--- src/rtl/dual_issue_queue_pkg.sv ---
// riscv_issue_pkg: shared opcode constants, instruction class enum and the
// opcode classifier used by the issue-stage decode-lite slices.
// No ports (package).
package riscv_issue_pkg;

  localparam logic [6:0] OPC_LOAD   = 7'b0000011;
  localparam logic [6:0] OPC_STORE  = 7'b0100011;
  localparam logic [6:0] OPC_BRANCH = 7'b1100011;
  localparam logic [6:0] OPC_JAL    = 7'b1101111;
  localparam logic [6:0] OPC_JALR   = 7'b1100111;
  localparam logic [6:0] OPC_OP_IMM = 7'b0010011;
  localparam logic [6:0] OPC_OP     = 7'b0110011;
  localparam logic [6:0] OPC_LUI    = 7'b0110111;
  localparam logic [6:0] OPC_AUIPC  = 7'b0010111;

  typedef enum logic [2:0] {
    CLS_LOAD,
    CLS_STORE,
    CLS_BRANCH,
    CLS_JUMP,
    CLS_ALU,
    CLS_OTHER
  } iclass_e;

  function automatic iclass_e classify(input logic [6:0] opc);
    case (opc)
      OPC_LOAD:                                 return CLS_LOAD;
      OPC_STORE:                                return CLS_STORE;
      OPC_BRANCH:                               return CLS_BRANCH;
      OPC_JAL, OPC_JALR:                        return CLS_JUMP;
      OPC_OP_IMM, OPC_OP, OPC_LUI, OPC_AUIPC:   return CLS_ALU;
      default:                                  return CLS_OTHER;
    endcase
  endfunction

endpackage

--- src/rtl/dual_issue_queue_decode.sv ---
// issue_decode_lite: minimal per-slot decode for issue legality checks.
// Ports:
//   instr     in  32 - instruction word
//   rd/rs1/rs2 out 5 - register fields
//   uses_rs1, uses_rs2, writes_rd - operand usage (writes_rd false for x0)
//   is_mem, is_load, is_ctrl       - memory port / load / control transfer
module issue_decode_lite
  import riscv_issue_pkg::*;
(
  input  logic [31:0] instr,
  output logic [4:0]  rd,
  output logic [4:0]  rs1,
  output logic [4:0]  rs2,
  output logic        uses_rs1,
  output logic        uses_rs2,
  output logic        writes_rd,
  output logic        is_mem,
  output logic        is_load,
  output logic        is_ctrl
);

  iclass_e    cls;
  logic [6:0] opc;

  always_comb begin
    opc       = instr[6:0];
    cls       = classify(opc);
    rd        = instr[11:7];
    rs1       = instr[19:15];
    rs2       = instr[24:20];
    uses_rs1  = opc inside {OPC_OP, OPC_OP_IMM, OPC_LOAD, OPC_STORE, OPC_BRANCH, OPC_JALR};
    uses_rs2  = opc inside {OPC_OP, OPC_STORE, OPC_BRANCH};
    // Unknown opcodes fall into CLS_OTHER and write nothing.
    writes_rd = (cls inside {CLS_LOAD, CLS_JUMP, CLS_ALU}) && (instr[11:7] != 5'd0);
    is_mem    = (cls == CLS_LOAD) || (cls == CLS_STORE);
    is_load   = (cls == CLS_LOAD);
    is_ctrl   = (cls == CLS_BRANCH) || (cls == CLS_JUMP);
  end

endmodule

--- src/rtl/dual_issue_queue.sv ---
// dual_issue_queue: circular instruction queue feeding an in-order issue
// stage. Each cycle the longest legal prefix of up to ISSUE_W head entries
// issues, subject to intra-group pairing rules and a load-use scoreboard.
// Optional statistics counters are enabled with the ISSUE_STATS_EN macro.
// Ports:
//   clk, rst (sync, active-high)
//   in_valid/in_instr/in_pc, in_ready      - fetch group enqueue
//   iss_valid/iss_instr/iss_pc, iss_ready  - issued group (combinational)
//   flush                                  - empties the queue
//   ld_wb_en/ld_wb_rd                      - load writeback, clears scoreboard
//   stat_bubble/stat_split/stat_ld_stall   - only with ISSUE_STATS_EN
module dual_issue_queue
  import riscv_issue_pkg::*;
#(
  parameter int ISSUE_W = 2,
  parameter int DEPTH   = 8,
  parameter int PC_W    = 64
) (
  input  logic                    clk,
  input  logic                    rst,
  input  logic [ISSUE_W-1:0]      in_valid,
  input  logic [32*ISSUE_W-1:0]   in_instr,
  input  logic [PC_W-1:0]         in_pc,
  output logic                    in_ready,
  output logic [ISSUE_W-1:0]      iss_valid,
  output logic [32*ISSUE_W-1:0]   iss_instr,
  output logic [PC_W*ISSUE_W-1:0] iss_pc,
  input  logic                    iss_ready,
  input  logic                    flush,
  input  logic [ISSUE_W-1:0]      ld_wb_en,
  input  logic [5*ISSUE_W-1:0]    ld_wb_rd
`ifdef ISSUE_STATS_EN
  ,
  output logic [31:0]             stat_bubble,
  output logic [31:0]             stat_split,
  output logic [31:0]             stat_ld_stall
`endif
);

  localparam int PTR_W = $clog2(DEPTH);
  localparam int CNT_W = PTR_W + 1;

  logic [31:0]     instr_mem [DEPTH];
  logic [PC_W-1:0] pc_mem    [DEPTH];

  logic [PTR_W-1:0] head_q, head_d, tail_q, tail_d;
  logic [CNT_W-1:0] count_q, count_d;
  logic [31:0]      sb_q, sb_d;

  logic [31:0]      slot_instr [ISSUE_W];
  logic [PC_W-1:0]  slot_pc    [ISSUE_W];
  logic [4:0]       dec_rd [ISSUE_W], dec_rs1 [ISSUE_W], dec_rs2 [ISSUE_W];
  logic [ISSUE_W-1:0] dec_u1, dec_u2, dec_wr, dec_mem, dec_ld, dec_ctrl;

  logic [ISSUE_W-1:0] iss_ok, exists, pair_blk, sb_hit;
  logic [CNT_W-1:0]   n_enq, n_deq;
  logic               enq_fire, split_evt;

  for (genvar k = 0; k < ISSUE_W; k++) begin : g_slot
    assign slot_instr[k] = instr_mem[head_q + PTR_W'(k)];
    assign slot_pc[k]    = pc_mem[head_q + PTR_W'(k)];

    issue_decode_lite u_dec (
      .instr     (slot_instr[k]),
      .rd        (dec_rd[k]),
      .rs1       (dec_rs1[k]),
      .rs2       (dec_rs2[k]),
      .uses_rs1  (dec_u1[k]),
      .uses_rs2  (dec_u2[k]),
      .writes_rd (dec_wr[k]),
      .is_mem    (dec_mem[k]),
      .is_load   (dec_ld[k]),
      .is_ctrl   (dec_ctrl[k])
    );
  end

  // Issue selection: walk the slots in order; the first blocked slot stops the group.
  always_comb begin
    logic [31:0] grp_wr;
    logic        grp_mem, grp_ctrl, prev_ok, raw;
    grp_wr    = '0;
    grp_mem   = 1'b0;
    grp_ctrl  = 1'b0;
    prev_ok   = iss_ready && !flush && !rst;
    iss_ok    = '0;
    exists    = '0;
    pair_blk  = '0;
    sb_hit    = '0;
    split_evt = 1'b0;
    raw       = 1'b0;
    for (int k = 0; k < ISSUE_W; k++) begin
      exists[k]   = count_q > CNT_W'(k);
      sb_hit[k]   = (dec_u1[k] && sb_q[dec_rs1[k]]) || (dec_u2[k] && sb_q[dec_rs2[k]]);
      raw         = (dec_u1[k] && grp_wr[dec_rs1[k]]) || (dec_u2[k] && grp_wr[dec_rs2[k]]);
      pair_blk[k] = raw || (dec_mem[k] && grp_mem) || grp_ctrl;
      if (k > 0 && prev_ok && exists[k] && pair_blk[k]) split_evt = 1'b1;
      iss_ok[k]   = prev_ok && exists[k] && !pair_blk[k] && !sb_hit[k];
      prev_ok     = iss_ok[k];
      if (dec_wr[k]) grp_wr[dec_rd[k]] = 1'b1;
      grp_mem  = grp_mem  || dec_mem[k];
      grp_ctrl = grp_ctrl || dec_ctrl[k];
    end
  end

  always_comb begin
    iss_valid = iss_ok;
    iss_instr = '0;
    iss_pc    = '0;
    for (int k = 0; k < ISSUE_W; k++) begin
      if (iss_ok[k]) begin
        iss_instr[32*k +: 32]     = slot_instr[k];
        iss_pc[PC_W*k +: PC_W]    = slot_pc[k];
      end
    end
  end

  // No combinational path from iss_ready: readiness looks at the current count only.
  assign in_ready = !rst && (count_q <= CNT_W'(DEPTH - ISSUE_W));
  assign enq_fire = in_ready && in_valid[0] && !flush;

  always_comb begin
    n_enq = '0;
    n_deq = '0;
    for (int k = 0; k < ISSUE_W; k++) begin
      n_enq = n_enq + CNT_W'(in_valid[k]);
      n_deq = n_deq + CNT_W'(iss_ok[k]);
    end
    head_d  = head_q + PTR_W'(n_deq);
    tail_d  = enq_fire ? tail_q + PTR_W'(n_enq) : tail_q;
    count_d = count_q + (enq_fire ? n_enq : '0) - n_deq;
    if (flush) begin
      head_d  = tail_q;
      tail_d  = tail_q;
      count_d = '0;
    end
    // Clears first, then sets, so a same-cycle set of the same register wins.
    sb_d = sb_q;
    for (int k = 0; k < ISSUE_W; k++)
      if (ld_wb_en[k]) sb_d[ld_wb_rd[5*k +: 5]] = 1'b0;
    for (int k = 0; k < ISSUE_W; k++)
      if (iss_ok[k] && dec_ld[k] && dec_wr[k]) sb_d[dec_rd[k]] = 1'b1;
    sb_d[0] = 1'b0;
  end

  // Queue storage: data only, no reset.
  always_ff @(posedge clk) begin
    for (int k = 0; k < ISSUE_W; k++) begin
      if (enq_fire && in_valid[k]) begin
        instr_mem[tail_q + PTR_W'(k)] <= in_instr[32*k +: 32];
        pc_mem[tail_q + PTR_W'(k)]    <= in_pc + PC_W'(4 * k);
      end
    end
  end

  always_ff @(posedge clk) begin
    if (rst) begin
      head_q  <= '0;
      tail_q  <= '0;
      count_q <= '0;
      sb_q    <= '0;
    end else begin
      head_q  <= head_d;
      tail_q  <= tail_d;
      count_q <= count_d;
      sb_q    <= sb_d;
    end
  end

`ifdef ISSUE_STATS_EN
  function automatic logic [31:0] sat_inc(input logic [31:0] v, input logic en);
    return (en && (v != 32'hFFFF_FFFF)) ? v + 32'd1 : v;
  endfunction

  logic [31:0] stat_bubble_q, stat_bubble_d;
  logic [31:0] stat_split_q, stat_split_d;
  logic [31:0] stat_ld_stall_q, stat_ld_stall_d;

  always_comb begin
    stat_bubble_d   = sat_inc(stat_bubble_q, (count_q != '0) && (iss_ok == '0));
    stat_split_d    = sat_inc(stat_split_q, split_evt);
    stat_ld_stall_d = sat_inc(stat_ld_stall_q, exists[0] && sb_hit[0]);
  end

  always_ff @(posedge clk) begin
    if (rst) begin
      stat_bubble_q   <= '0;
      stat_split_q    <= '0;
      stat_ld_stall_q <= '0;
    end else begin
      stat_bubble_q   <= stat_bubble_d;
      stat_split_q    <= stat_split_d;
      stat_ld_stall_q <= stat_ld_stall_d;
    end
  end

  assign stat_bubble   = stat_bubble_q;
  assign stat_split    = stat_split_q;
  assign stat_ld_stall = stat_ld_stall_q;
`else
  logic unused_stats;
  assign unused_stats = split_evt;
`endif

endmodule
--- config.mk ---
export PLATFORM = sky130hd
export DESIGN_NAME = dual_issue_queue
export DESIGN_NICKNAME = d
export VERILOG_FILES = /design/src/rtl/dual_issue_queue_pkg.sv /design/src/rtl/dual_issue_queue_decode.sv /design/src/rtl/dual_issue_queue.sv
export SDC_FILE = /design/constraint.sdc
export NUM_CORES = 2
export LEC_CHECK = 0
export ABC_AREA = 1
export BUFFER_PORTS_ARGS = -buffer_cell sky130_fd_sc_hd__buf_2
export CAP_MARGIN = 15
export CORE_MARGIN = 2
export CORE_UTILIZATION = 39
export CTS_CLUSTER_DIAMETER = 100
export DETAILED_ROUTE_END_ITERATION = 6
export GPL_ROUTABILITY_DRIVEN = 0
export HOLD_SLACK_MARGIN = 0.15
export PLACE_DENSITY = 0.52
export SKIP_CTS_REPAIR_TIMING = 1
export SLEW_MARGIN = 5
export SYNTH_ARGS = -nofsm -noshare
export SYNTH_HDL_FRONTEND = slang
export SYNTH_SLANG_ARGS = --single-unit
export TNS_END_PERCENT = 10
--- constraint.sdc ---
create_clock -name clk -period 13.9 [get_ports clk]
set_input_delay 0.695 -clock clk [delete_from_list [all_inputs] [get_ports clk]]
set_output_delay 0.695 -clock clk [all_outputs]
set_load 0.01 [all_outputs]
== Word level (Yosys, flattened, before mapping) ==
Memories as Yosys holds them, arrays and structs flattened. A register that Yosys moved wholly into a read port is not among the register bits.
Cells that the tools add are included.

* $add $sub $neg: 9
* Order comparisons: 15
* Equality and inequality tests: 25
* Multiplexer cells: 41
* Bitwise logic cells: 7
* Reductions and logical operators: 63

{| class="wikitable"
|+ Operators by type and width
! cell !! count
|-
| $mux W32 || 7
|-
| $mux W64 || 2
|-
| $add A64 B3 Y64 const B || 1
|-
| $and A32 B32 Y32 || 2
|-
| $not A32 Y32 || 2
|-
| $or A32 B32 Y32 || 2
|-
| $lt A5 B6 Y1 const B || 8
|-
| $eq A7 B6 Y1 const B || 6
|-
| $eq A7 B7 Y1 const B || 6
|-
| $logic_and A1 B1 Y1 || 32
|-
| $bmux W1 S5 || 6
|-
| $pmux W3 S5 || 2
|-
| $eq A7 B5 Y1 const B || 4
|-
| $demux W1 S5 || 4
|-
| $ge A5 B1 Y1 const B || 4
|-
| $mux W1 || 16
|-
| $eq A7 B2 Y1 const B || 2
|-
| $reduce_bool A3 Y1 || 4
|-
| $reduce_bool A6 Y1 || 2
|-
| $reduce_bool A5 Y1 || 2
|-
| $eq A3 B2 Y1 const B || 3
|-
| $logic_or A1 B1 Y1 || 9
|-
| $mux W3 || 3
|-
| $gt A4 B1 Y1 const B || 2
|-
| 15 further kinds || 29
|}

* Register bits: 42
* Bits in writable memories: 768
* Memory bits (read-only): 64
* Bits of input ports: 146
* Output and inout port bits: 195
* Word-level logic and storage cells: 169
* Memories: 4

{| class="wikitable"
|+ Memories
! memory !! words !! bits a word !! read ports !! clocked after Yosys merged registers in !! write ports !! RTL line !! text
|-
| pc_mem || 8 || 64 || 2 || 1 || 2 || dual_issue_queue.sv:44 || <nowiki>logic [PC_W-1:0] pc_mem [DEPTH];</nowiki>
|-
| instr_mem || 8 || 32 || 2 || 1 || 2 || dual_issue_queue.sv:43 || <nowiki>logic [31:0] instr_mem [DEPTH];</nowiki>
|-
| (no name shown) || 32 || 1 || 1 || 0 || 0 || dual_issue_queue.sv:94 || <nowiki>raw = (dec_u1[k] && grp_wr[dec_rs1[k]]) || (dec_u2[k] && grp_wr[dec_rs2[k]]);</nowiki>
|-
| (no name shown) || 32 || 1 || 1 || 0 || 0 || dual_issue_queue.sv:94 ||
|}

== Depth between registers and ports, before layout ==
* Depth in word-level cells: 20
* Depth in mapped cells: 34
* Gate-level depth less buffers: 31

== Cells and area by module ==
Synthesis repeated with hierarchy kept, for this count alone.

* Cell total of the unflattened synthesis: 7084
* Area, all modules: 52377.7 um^2

{| class="wikitable"
|+ By module, submodules not included
! module !! times used !! cells an instance !! area an instance (um^2) !! sequential area each (um^2)
|-
| dual_issue_queue || 1 || 6986 || 51809.7 || 23882.9
|-
| issue_decode_lite || 2 || 49 || 284.0 || 0.0
|}

== Worst setup path before layout ==
No wires, ideal clock.

* Path kind: input port to flip-flop
* Start: in rst
* End: mem instr_mem[0][0], enable pin
* Setup time: 0.683 ns
* Data arrival time: 8.303 ns
* Required time: 13.217 ns
* Path slack: 4.914 ns
* Cell stages on the path: 8
* Buffers on the path: 1
* Cell sequence: clkbuf_1 a21oi_1 o21ai_0 inv_1 nand3_1 inv_1 nand3_1 o21ai_0

{| class="wikitable"
|+ RTL lines
! element !! RTL line !! text
|-
| start: declaration || dual_issue_queue.sv:20 || <nowiki>input logic rst,</nowiki>
|-
| end: declaration || dual_issue_queue.sv:43 ||
|}

== Worst setup path in the final report ==
* Start: reg head_q[0]
* End: out iss_pc[124]

* Longest elaborated chain between the ends: 14
* Elaborated cells on any way between the ends: 42
* Those cells by class: add/sub: 1; eq/ne: 10; mux: 10; reduce/logical: 19; memory: 2

{| class="wikitable"
|+ Ends and longest elaborated chain
! element !! RTL line !! text
|-
| start: declaration || dual_issue_queue.sv:46 || <nowiki>logic [PTR_W-1:0] head_q, head_d, tail_q, tail_d;</nowiki>
|-
| start signal: assignment || dual_issue_queue.sv:157 || <nowiki>head_q <= '0;</nowiki>
|-
| start signal: assignment || dual_issue_queue.sv:162 || <nowiki>head_q <= head_d;</nowiki>
|-
| $add A3 B1 Y3 * || dual_issue_queue.sv:60, dual_issue_queue.sv:61 ||
|-
| $mem_v2 Z8 W32 || - ||
|-
| $eq A7 B6 Y1 (tied with other cells) || dual_issue_queue_pkg.sv:26 || <nowiki>case (opc)</nowiki>
|-
| $reduce_or A4 Y1 / $reduce_or A2 Y1 (equally long branches) || dual_issue_queue_pkg.sv:26 ||
|-
| $pmux W3 S5 || dual_issue_queue_pkg.sv:26 ||
|-
| $eq A3 B1 Y1 / $logic_not A3 Y1 (equally long branches) || dual_issue_queue_decode.sv:35 || <nowiki>is_mem = (cls == CLS_LOAD) || (cls == CLS_STORE);</nowiki>
|-
| $logic_or A1 B1 Y1 || dual_issue_queue_decode.sv:35 ||
|-
| $logic_and A1 B1 Y1 || dual_issue_queue.sv:95 || <nowiki>pair_blk[k] = raw || (dec_mem[k] && grp_mem) || grp_ctrl;</nowiki>
|-
| $logic_or A1 B1 Y1 (2 in a row) || dual_issue_queue.sv:95 ||
|-
| $logic_not A1 Y1 || dual_issue_queue.sv:97 || <nowiki>iss_ok[k] = prev_ok && exists[k] && !pair_blk[k] && !sb_hit[k];</nowiki>
|-
| $logic_and A1 B1 Y1 (2 in a row) || dual_issue_queue.sv:97 ||
|-
| $mux W64 * || dual_issue_queue.sv:110 || <nowiki>if (iss_ok[k]) begin</nowiki>
|-
| end: declaration || dual_issue_queue.sv:27 || <nowiki>output logic [PC_W*ISSUE_W-1:0] iss_pc,</nowiki>
|}

Every way passes the cells marked *; elsewhere a longest branch is shown, timed or not. The select of a mux whose other input is x is not followed.

==> summary.md <==
Clocking
* TritonCTS Sinks: 809
* level count of the clock H-tree: 3
* number of buffers on the longest clock path: 3
* clock tree from TritonCTS: yes
* clock buffers created by TritonCTS: 100
* insertion delay to the later sink of the worst-skew pair: 0.73 ns
* cell chosen for the clock root: clkbuf_16
* clock edge transition at the registers on the reported setup and hold paths: 0.06 ns

Global route
* Most Used Layer, Global Route: met2
* met2 track utilization from global routing: 49.7%
* wire length of the first global-routing pass: 302000 µm
* initial antenna violation count: 24
* remaining global-route overflow: 0
* met1 Use GR: 37.9%
* pin count of the biggest net entering global routing: 291
* GR met3 Demand/Resource: 4.97%
* vias in the first global route: 45900
* overall fraction of global-route tracks in use: 29.6%

Synth
* fraction of synthesized area in multiplexers: 0%
* number of flops mapped to enable cells by yosys: 768
* most used standard cell by instance count after synthesis: nand2_1
* fraction of the mapped netlist area in simple logic gates: 20.7%
* number of unique standard cell types used by synthesis: 56
* share of Yosys cell area claimed by the top area cell type: 44.2%
* synthesized area: 52200 µm²
* most common flop cell mapped by yosys: edfxtp_1
* count of yosys warnings during synthesis: 0
* synthesized-area fraction occupied by adder cells: 0.465%
* average cell area after synthesis: 7.58 µm²
* Compound-Gate Fraction of Synth Area: 22.6%
* total of flip-flops plus latches after synthesis: 809
* post-synthesis net count: 7057
* xor/xnor cell area share of the yosys netlist: 1.15%
* Synth async-reset ratio: 0%
* Syn Inst Count: 6894
* leading cell types by total area after synthesis: edfxtp_1, o21ai_0, nand2_1
* cell accounting for the most synthesized area: edfxtp_1
* dominant combinational cell family by area after synthesis: compound AO/OA/AOI/OAI gates
* most frequent cells after synthesis: nand2_1, o21ai_0, edfxtp_1, a21oi_1, inv_1
* share of synthesized area occupied by flip-flops and latches: 45.7%

Placed design
* # port buffers: 340
* worst setup slack after placement: 5.75 ns
* detailed placer's ending HPWL: 124000 µm

STA
* achievable frequency: 0.109 GHz
* post-route clock period utilization: 66.0%
* Worst Max-Slew Pin Slew: 1.24 ns
* min Tclk post-route: 9.18 ns
* sum of negative setup slack: 0 ns
* skew final: 0.0398 ns
* max_slew headroom: 17.1%
* Max Transition Viols Final: 0
* RSZ-0062 raised after global routing: no
* Final setup violation count: 0
* hold violation total from the final report: 0
* final critical-path setup slack: 4.72 ns

Worst setup path
* cells along the critical path: clkinv_8 > buf_4 > a21oi_1 > o21ai_1 > nand3_1 > nand2_1 > a21oi_1 > o21ai_0 > o21ai_1 > nand2_1 > nand3_1 > nand3b_1 > nand3_1 > nand3_4 > buf_4 > nor2_1 > nand2_2 > nor2_8 > inv_6 > a21oi_1 > buf_2
* Critical Path Start Type: register
* beginning of the critical path: head_q[0]
* Critical-path top delay cell: a21oi_1
* worst stage delay on the critical path: 0.96 ns
* worst path required time: 13.20 ns
* type of the worst setup path: register to primary output
* worst flop-to-flop path endpoint: count_q[3]
* Reg2Reg Depth: 26
* Arr. time, crit path: 8.48 ns
* setup slack of the most critical reg-to-reg path: 6.04 ns
* startpoint of the worst-slack reg-to-reg timing path: head_q[0]
* maximum net fanout on the critical path: 203
* endpoint kind of the worst setup timing path: primary output
* Worst setup endpoint: iss_pc[124]

Die
* width of the die: 370 µm
* placeable core area: 133000 µm²
* Die Ht: 370 µm
* Cell Rows: 134
* initial standard-cell utilization of the core: 39.2%
* number of ports placed on the die boundary: 341
* area of the die: 137000 µm²

Flow run
* number of maximum-capacitance violations: 0

Pwr
* PwrDens: 111 nW/µm²
* worst voltage drop across the vdd grid: 90.7 µV
* total internal power: 4.52 mW
* proportion of power drawn by combinational gates: 15.6%
* net load switching power: 1.87 mW
* sequential fraction of design power: 42.6%
* part of the power in the clock network: 41.8%
* switching part of the total power: 29.3%
* leakage dissipation: 22.3 nW

Final layout
* net count of the finished layout: 6989
* share of post-route cells with drive strength above 1: 9.63%
* count of filler cells inserted in the layout: 13400
* layout overhead on the synthesized area: 10.2%
* Post-Route Utilization: 43.2%

Drt
* number of vias per cell: 5.73
* count of TritonRoute iterations in the first routing pass: 7
* DRT iter0 DRCs: 5386
* DRC violation count after routing: 1
* total detailed-routing wirelength: 209000 µm
* DR WL/cell: 24.0 µm
* vias after detailed routing: 49800
* Final ANT Viol Nets: 0

Outcome
* violated checks: DRC
* run status: complete, but fails checks

Hold path
* Hold Crit Depth: 1
* worst min path class: primary input to register

worst max-delay path, delay by kind of cell, from the launching register on:
family,cells,cell delay (ns)
AOI/OAI and AO/OA,6,1.81
DFF,1,0.92
and+or+nand+nor,10,1.89
buffers and inverters,5,2.85
worst min-delay path by stage:
stage                               to      from
after global placement        sb_q[11]  sb_q[11]
final                     pc_mem[3][0]  in_pc[0]
after global routing      pc_mem[2][0]  in_pc[0]
after CTS                 pc_mem[3][0]  in_pc[0]
after detailed placement      sb_q[21]  sb_q[21]
after floorplan               sb_q[15]  sb_q[15]
metrics by stage:
step / instances / power [mW] / hold slack (ns) / cell area (µm²)
global placement: 8490 / 3.74 / 0.558 / 54200
finish: 8686 / 6.39 / 0.261 / 57600
CTS: 8673 / 6.41 / 0.217 / 57500
global route: 8683 / 6.61 / 0.237 / 57500
floorplan: 6894 / 3.45 / 0.536 / 52200
detailed placement: 8490 / 3.75 / 0.559 / 54200
power groups by stage:
stage / Clock (mW) / Combinational, mW / Sequential, mW
2_1_floorplan: 0 / 0.686 / 2.77
3_3_place_gp: 0 / 0.970 / 2.77
3_5_place_dp: 0 / 0.979 / 2.77
4_1_cts: 2.71 / 0.982 / 2.72
5_1_grt: 2.79 / 1.10 / 2.72
6_report: 2.67 / 0.998 / 2.72
metal layers:
layer	vias to the layer above	part of all wire (%)
met5	-	0.048
met4	18	4.0
met3	436	8.1
met2	2178	47
met1	23500	40
li1	23600	-
registers in the layout (all words and copies together) (netlist names):
register / cells
count_q: 4
head_q: 3
instr_mem: 256
pc_mem: 512
sb_q: 31
tail_q: 3
placed cells by master (no fill, tap or decap), types with 76 or more instances in the layout:
cell / instances
a21oi_1: 730
clkbuf_16: 103
nand2_1: 1544
nor3_1: 122
inv_1: 546
nand3_1: 516
buf_2: 340
o21ai_0: 1295
a211oi_1: 76
edfxtp_1: 768
nor2_1: 287
layout make-up:
class	instances	area (µm²)	area share, %
flip-flops and latches	809	23900	41.5
repair buffers	416	2330	4.05
well taps	1768	2210	3.84
inverters	578	2220	3.85
diodes	11	27.5	0.0478
clock buffers	120	2640	4.59
multi-input cells	4921	23600	41.0
clock inverters	63	614	1.07
cells by family (layout without fill, tap and decap cells):
logic type / Yosys count / after routing
compound gates: 2259 / 2259
flops: 809 / 809
fa+ha+maj: 17 / 17
xor+xnor: 67 / 67
other cells: 0 / 11
simple gates: 2578 / 2578
buf+inv: 1164 / 1177
Power figures use the tool's default switching activity.
